$ cat src/rtl/pipe_pkg.sv
// Shared definitions for the pipeline hazard controller: state encoding,
// default register-address width and the x0 register address.
package pipe_pkg;

    typedef enum logic [1:0] {
        RUN    = 2'd0,
        FLUSH  = 2'd1,
        FREEZE = 2'd2
    } state_t;

    localparam int REG_AW_DEF = 5;

    localparam logic [REG_AW_DEF-1:0] X0 = '0;

endpackage : pipe_pkg

$ cat src/rtl/lu_detect.sv
// Load-use hazard comparator: flags an ID instruction that reads the
// destination of a load currently in EX. Loads to x0 never stall.
module lu_detect
    import pipe_pkg::*;
#(
    parameter int REG_AW = REG_AW_DEF
) (
    input  logic [REG_AW-1:0] id_rs1,
    input  logic [REG_AW-1:0] id_rs2,
    input  logic              id_use_rs1,
    input  logic              id_use_rs2,
    input  logic [REG_AW-1:0] ex_rd,
    input  logic              ex_mem_read,
    output logic              lu
);

    logic rd_live;
    logic rs1_hit;
    logic rs2_hit;

    assign rd_live = ex_mem_read && (ex_rd != REG_AW'(X0));
    assign rs1_hit = id_use_rs1 && (id_rs1 == ex_rd);
    assign rs2_hit = id_use_rs2 && (id_rs2 == ex_rd);
    assign lu      = rd_live && (rs1_hit || rs2_hit);

endmodule : lu_detect

$ cat src/rtl/hazard_ctrl.sv
// Pipeline hazard/sequencing controller for the 5-stage core (PC hold, IF/ID
// hold/flush, ID/EX bubble/freeze). Optional counters: HAZARD_CTRL_STATS_EN.
module hazard_ctrl
    import pipe_pkg::*;
#(
    parameter int BR_FLUSH_CYCLES = 1,
    parameter int REG_AW          = REG_AW_DEF
) (
    input  logic              clk,
    input  logic              rst,
    input  logic [REG_AW-1:0] id_rs1,
    input  logic [REG_AW-1:0] id_rs2,
    input  logic              id_use_rs1,
    input  logic              id_use_rs2,
    input  logic [REG_AW-1:0] ex_rd,
    input  logic              ex_mem_read,
    input  logic              br_taken,
    input  logic              imem_ready,
    input  logic              dmem_busy,
    output logic              pc_hold,
    output logic              ifid_hold,
    output logic              ifid_flush,
    output logic              idex_flush,
    output logic              idex_hold
`ifdef HAZARD_CTRL_STATS_EN
    ,
    output logic [31:0]       stall_cnt,
    output logic [31:0]       flush_cnt
`endif
);

    // Post-branch flush counter: BR_FLUSH_CYCLES is limited to 1..3.
    localparam logic [1:0] BR_CNT_INIT = 2'(BR_FLUSH_CYCLES - 1);

    state_t     state;
    state_t     state_next;
    logic [1:0] cnt;
    logic [1:0] cnt_next;
    logic       lu;

    logic       pc_hold_c;
    logic       ifid_hold_c;
    logic       ifid_flush_c;
    logic       idex_flush_c;
    logic       idex_hold_c;

    lu_detect #(
        .REG_AW (REG_AW)
    ) u_lu_detect (
        .id_rs1      (id_rs1),
        .id_rs2      (id_rs2),
        .id_use_rs1  (id_use_rs1),
        .id_use_rs2  (id_use_rs2),
        .ex_rd       (ex_rd),
        .ex_mem_read (ex_mem_read),
        .lu          (lu)
    );

    // NOTE: sequential state uses non-blocking assignments so every flop
    // samples the pre-edge values of the others.
    always_ff @(posedge clk) begin
        if (rst) begin
            state <= RUN;
            cnt   <= '0;
        end else begin
            state <= state_next;
            cnt   <= cnt_next;
        end
    end

    always_comb begin
        // NOTE: every combinational output gets a default first so no path
        // through the case statement can infer a latch.
        state_next   = state;
        cnt_next     = cnt;
        pc_hold_c    = 1'b0;
        ifid_hold_c  = 1'b0;
        ifid_flush_c = 1'b0;
        idex_flush_c = 1'b0;
        idex_hold_c  = 1'b0;

        if (rst) begin
            ifid_flush_c = 1'b1;
            idex_flush_c = 1'b1;
            state_next   = RUN;
            cnt_next     = '0;
        end else begin
            unique case (state)
                FLUSH: begin
                    // Any br_taken seen here belongs to a squashed instruction.
                    ifid_flush_c = 1'b1;
                    idex_flush_c = 1'b1;
                    if (dmem_busy) begin
                        idex_hold_c = 1'b1;
                    end else if (cnt <= 2'd1) begin
                        cnt_next   = '0;
                        state_next = RUN;
                    end else begin
                        cnt_next = cnt - 2'd1;
                    end
                end

                default: begin
                    // RUN, and FREEZE which re-evaluates like RUN on release.
                    state_next = RUN;
                    if (dmem_busy) begin
                        pc_hold_c   = 1'b1;
                        ifid_hold_c = 1'b1;
                        idex_hold_c = 1'b1;
                        state_next  = FREEZE;
                    end else if (br_taken) begin
                        ifid_flush_c = 1'b1;
                        idex_flush_c = 1'b1;
                        if (BR_FLUSH_CYCLES > 1) begin
                            state_next = FLUSH;
                            cnt_next   = BR_CNT_INIT;
                        end
                    end else if (lu) begin
                        pc_hold_c    = 1'b1;
                        ifid_hold_c  = 1'b1;
                        idex_flush_c = 1'b1;
                    end else if (!imem_ready) begin
                        pc_hold_c    = 1'b1;
                        ifid_flush_c = 1'b1;
                    end
                end
            endcase
        end
    end

    // Flush always wins over hold at the IF/ID register.
    assign pc_hold    = pc_hold_c;
    assign ifid_hold  = ifid_hold_c && !ifid_flush_c;
    assign ifid_flush = ifid_flush_c;
    assign idex_flush = idex_flush_c;
    assign idex_hold  = idex_hold_c;

`ifdef HAZARD_CTRL_STATS_EN
    always_ff @(posedge clk) begin
        if (rst) begin
            stall_cnt <= '0;
            flush_cnt <= '0;
        end else begin
            if (pc_hold)    stall_cnt <= stall_cnt + 32'd1;
            if (ifid_flush) flush_cnt <= flush_cnt + 32'd1;
        end
    end
`endif

endmodule : hazard_ctrl

$ cat config.mk
export PLATFORM = sky130hd
export DESIGN_NAME = hazard_ctrl
export DESIGN_NICKNAME = d
export VERILOG_FILES = /design/src/rtl/pipe_pkg.sv /design/src/rtl/lu_detect.sv /design/src/rtl/hazard_ctrl.sv
export SDC_FILE = /design/constraint.sdc
export NUM_CORES = 1
export LEC_CHECK = 0
export ABC_AREA = 0
export BUFFER_PORTS_ARGS = -buffer_cell sky130_fd_sc_hd__buf_2
export CAP_MARGIN = 20
export CORE_AREA = 10 10 47 49
export DETAILED_ROUTE_END_ITERATION = 10
export DIE_AREA = 0 0 57 59
export GPL_TIMING_DRIVEN = 0
export PLACE_DENSITY = 0.51
export SYNTH_ARGS = -nofsm -noshare
export SYNTH_HDL_FRONTEND = slang
export SYNTH_HIERARCHICAL = 1
export SYNTH_SLANG_ARGS = --single-unit
$ cat constraint.sdc
create_clock -name clk -period 2.4 [get_ports clk]
set_input_delay 0.48 -clock clk [delete_from_list [all_inputs] [get_ports clk]]
set_output_delay 0.48 -clock clk [all_outputs]
set_load 0.1 [all_outputs]
==> impl_metrics.json <==
{
  "seq_cells": 0,
  "place_ws_ns": -0.252,
  "hpwl_um": 780,
  "netlist.area_leader.share_pct": 36.4,
  "die_x_um": 57,
  "p_int_uw": 51.9,
  "slowest_stage": "nor4_2",
  "layout-drive-gt1-share_pct": 70.9,
  "seq_area_sq_um": 0,
  "yosysTopAreaCell": "xor2_1",
  "slew_headroom_pct": 67.8,
  "avgSynthCellArea_sq_um": 7.14,
  "start_util_pct": 13.8,
  "drtAntennaViolNets": 0,
  "rsz0062_at_grt": "yes",
  "p_comb_share_pct": 100.0,
  "crit_chain": "buf_6 -> xor2_1 -> nor4_2 -> nand3_1 -> a21oi_4 -> nor3_2 -> a211o_2 -> buf_12",
  "cp_max_fo": 4,
  "max_freq_mhz": 414,
  "portBuffers": 27,
  "timing.critical_path.to_type": "output port",
  "fin_ws_ns": -0.0163,
  "worst_pin_slew_ns": 0.486,
  "peakVddDrop_v": 0.0000769,
  "synth_nets": 50,
  "yosysWarningCount": 6,
  "seqPwrFrac_pct": 0,
  "area_growth_pct": 164,
  "route.detailed.drc": 0,
  "dp.cells": 70,
  "grt_max_degree": 6,
  "p_switching_uw": 73.2,
  "grt_use_total_pct": 4.92,
  "grt_pass1_wl_um": 1500,
  "fin_crit_ns": 2.42,
  "cellPowerDensity_mw_per_mm2": 246,
  "dieArea_sq_mm": 0.00336,
  "drt_pass1_iterations": 1,
  "gp_congestion": 0.640,
  "max_cap_viol_count": 0,
  "fin_tns_setup_ns": -0.0163,
  "ios": 28,
  "violations": "negative setup slack",
  "cts_hold_buf": 0,
  "drv_slew": 0,
  "hold_start": "rst",
  "synth_simple_gate_area_share_pct": 32.5,
  "final_cell_mix": "buf_2, xor2_1, buf_12, buf_6",
  "final_core_util_pct": 36.3,
  "synthAdderAreaFrac_pct": 0,
  "antenna_found_initial": 0,
  "synthXorXnorAreaFrac_pct": 45.5,
  "worst-path-buf-inv": 2,
  "synth-compound-area-share_pct": 20.1,
  "overflow": 0,
  "timing.final.crit_share_pct": 101,
  "nets": 80,
  "path_class": "in2out",
  "syn-cell-area_sq_um": 193,
  "hold_path_class": "in2out",
  "cp_top_family": "simple AND/OR/NAND/NOR gates",
  "routed_wl_um": 869,
  "first_global_vias": 374,
  "core_area_sq_mm": 0.00140,
  "synth.distinct_cells": 16,
  "leakage_uw": 0.000219,
  "final_common_cell": "buf_2",
  "via_count": 302,
  "rows": 14,
  "final_cells": 71,
  "n_antenna_cell": 0,
  "setup_viol_count_final": 1,
  "critPathLaunchType": "input port",
  "ys_top_cells_by_area": "xor2_1, xnor2_1, nor4_2",
  "synth_mux_area_share_pct": 0,
  "drtIter0Drc": 0,
  "power_frac_clock_pct": 0,
  "wl_per_cell_um": 12.2,
  "synth-seq-area-share_pct": 0,
  "status": "finished, violations left",
  "worstPathRequired_ns": 1.92,
  "nClkBuffers": 0,
  "chipHeight_um": 59,
  "cpPeakStageDelay_ns": 0.30,
  "syn_inst": 27,
  "synth_top_family_by_area": "XOR/XNOR gates",
  "startpoint": "id_rs1[1]",
  "avgViaCountPerCell": 4.25,
  "crit_arrival_ns": 1.94,
  "hold_viol": 0,
  "netSwitchingFraction_pct": 58.5
}
==> worst min-delay path, cell delays in order <==
cell and delay, ns:
buf_2 0.16, a21oi_4 0.05, buf_12 0.16
==> power groups by stage <==
stage,Combinational [uW],Sequential [uW],Clock (uW)
after CTS,119,0,0
after global routing,133,0,0
final,125,0,0
after detailed placement,101,0,0
after floorplan,67.3,0,0
after global placement,101,0,0
==> layer usage <==
metal	vias to the layer above	track usage (%)	share of wire, %	wire length [um]
met5	-	0	0	0
met4	0	0	0	0
met3	0	1.93	12	100
met2	21	8.06	45	395
met1	128	6.26	43	374
li1	153	-	-	-
==> per-stage QoR <==
stage                     total power, uW  hold WS, ns  area, sq um
after floorplan                      67.3         1.05          233
after global placement                101         1.45          388
after detailed placement              101         1.45          388
after CTS                             119         1.34          469
after global routing                  133         1.35          508
final                                 125         1.34          508
==> synth_stat cells <==
library cell  number
a211o_1            1
a211oi_1           1
a21oi_1            2
inv_1              1
nand2b_1           1
nand3_1            2
nor2_1             2
nor3_1             1
nor3b_1            1
nor4_1             1
nor4_2             1
o21ai_1            1
o21bai_1           1
or4_1              1
xnor2_1            2
xor2_1             8
==> layout make-up <==
class,instances,area (sq um)
fill,154,893
multi-input combinational,26,263
tap,16,20.0
inverter,1,3.75
timing repair buffer,28,221
==> final timing paths <==
check    endpoint  cells past startpoint
max    ifid_flush                      8
min     ifid_hold                      3
==> what timing repair did <==
action / in CTS / in global routing
resized for setup: 20 / 7
pin swaps: 10 / 5
buffers inserted: 0 / 1
setup endpoints to repair: 4 / 4
==> logic make-up (layout without fill, tap and decap cells) <==
kind of cell | count (synthesis) | count (layout)
xor+xnor | 10 | 10
buf+inv | 1 | 29
simple gates | 10 | 10
compound gates | 6 | 6
No activity file was read; power rests on OpenSTA's default activity.
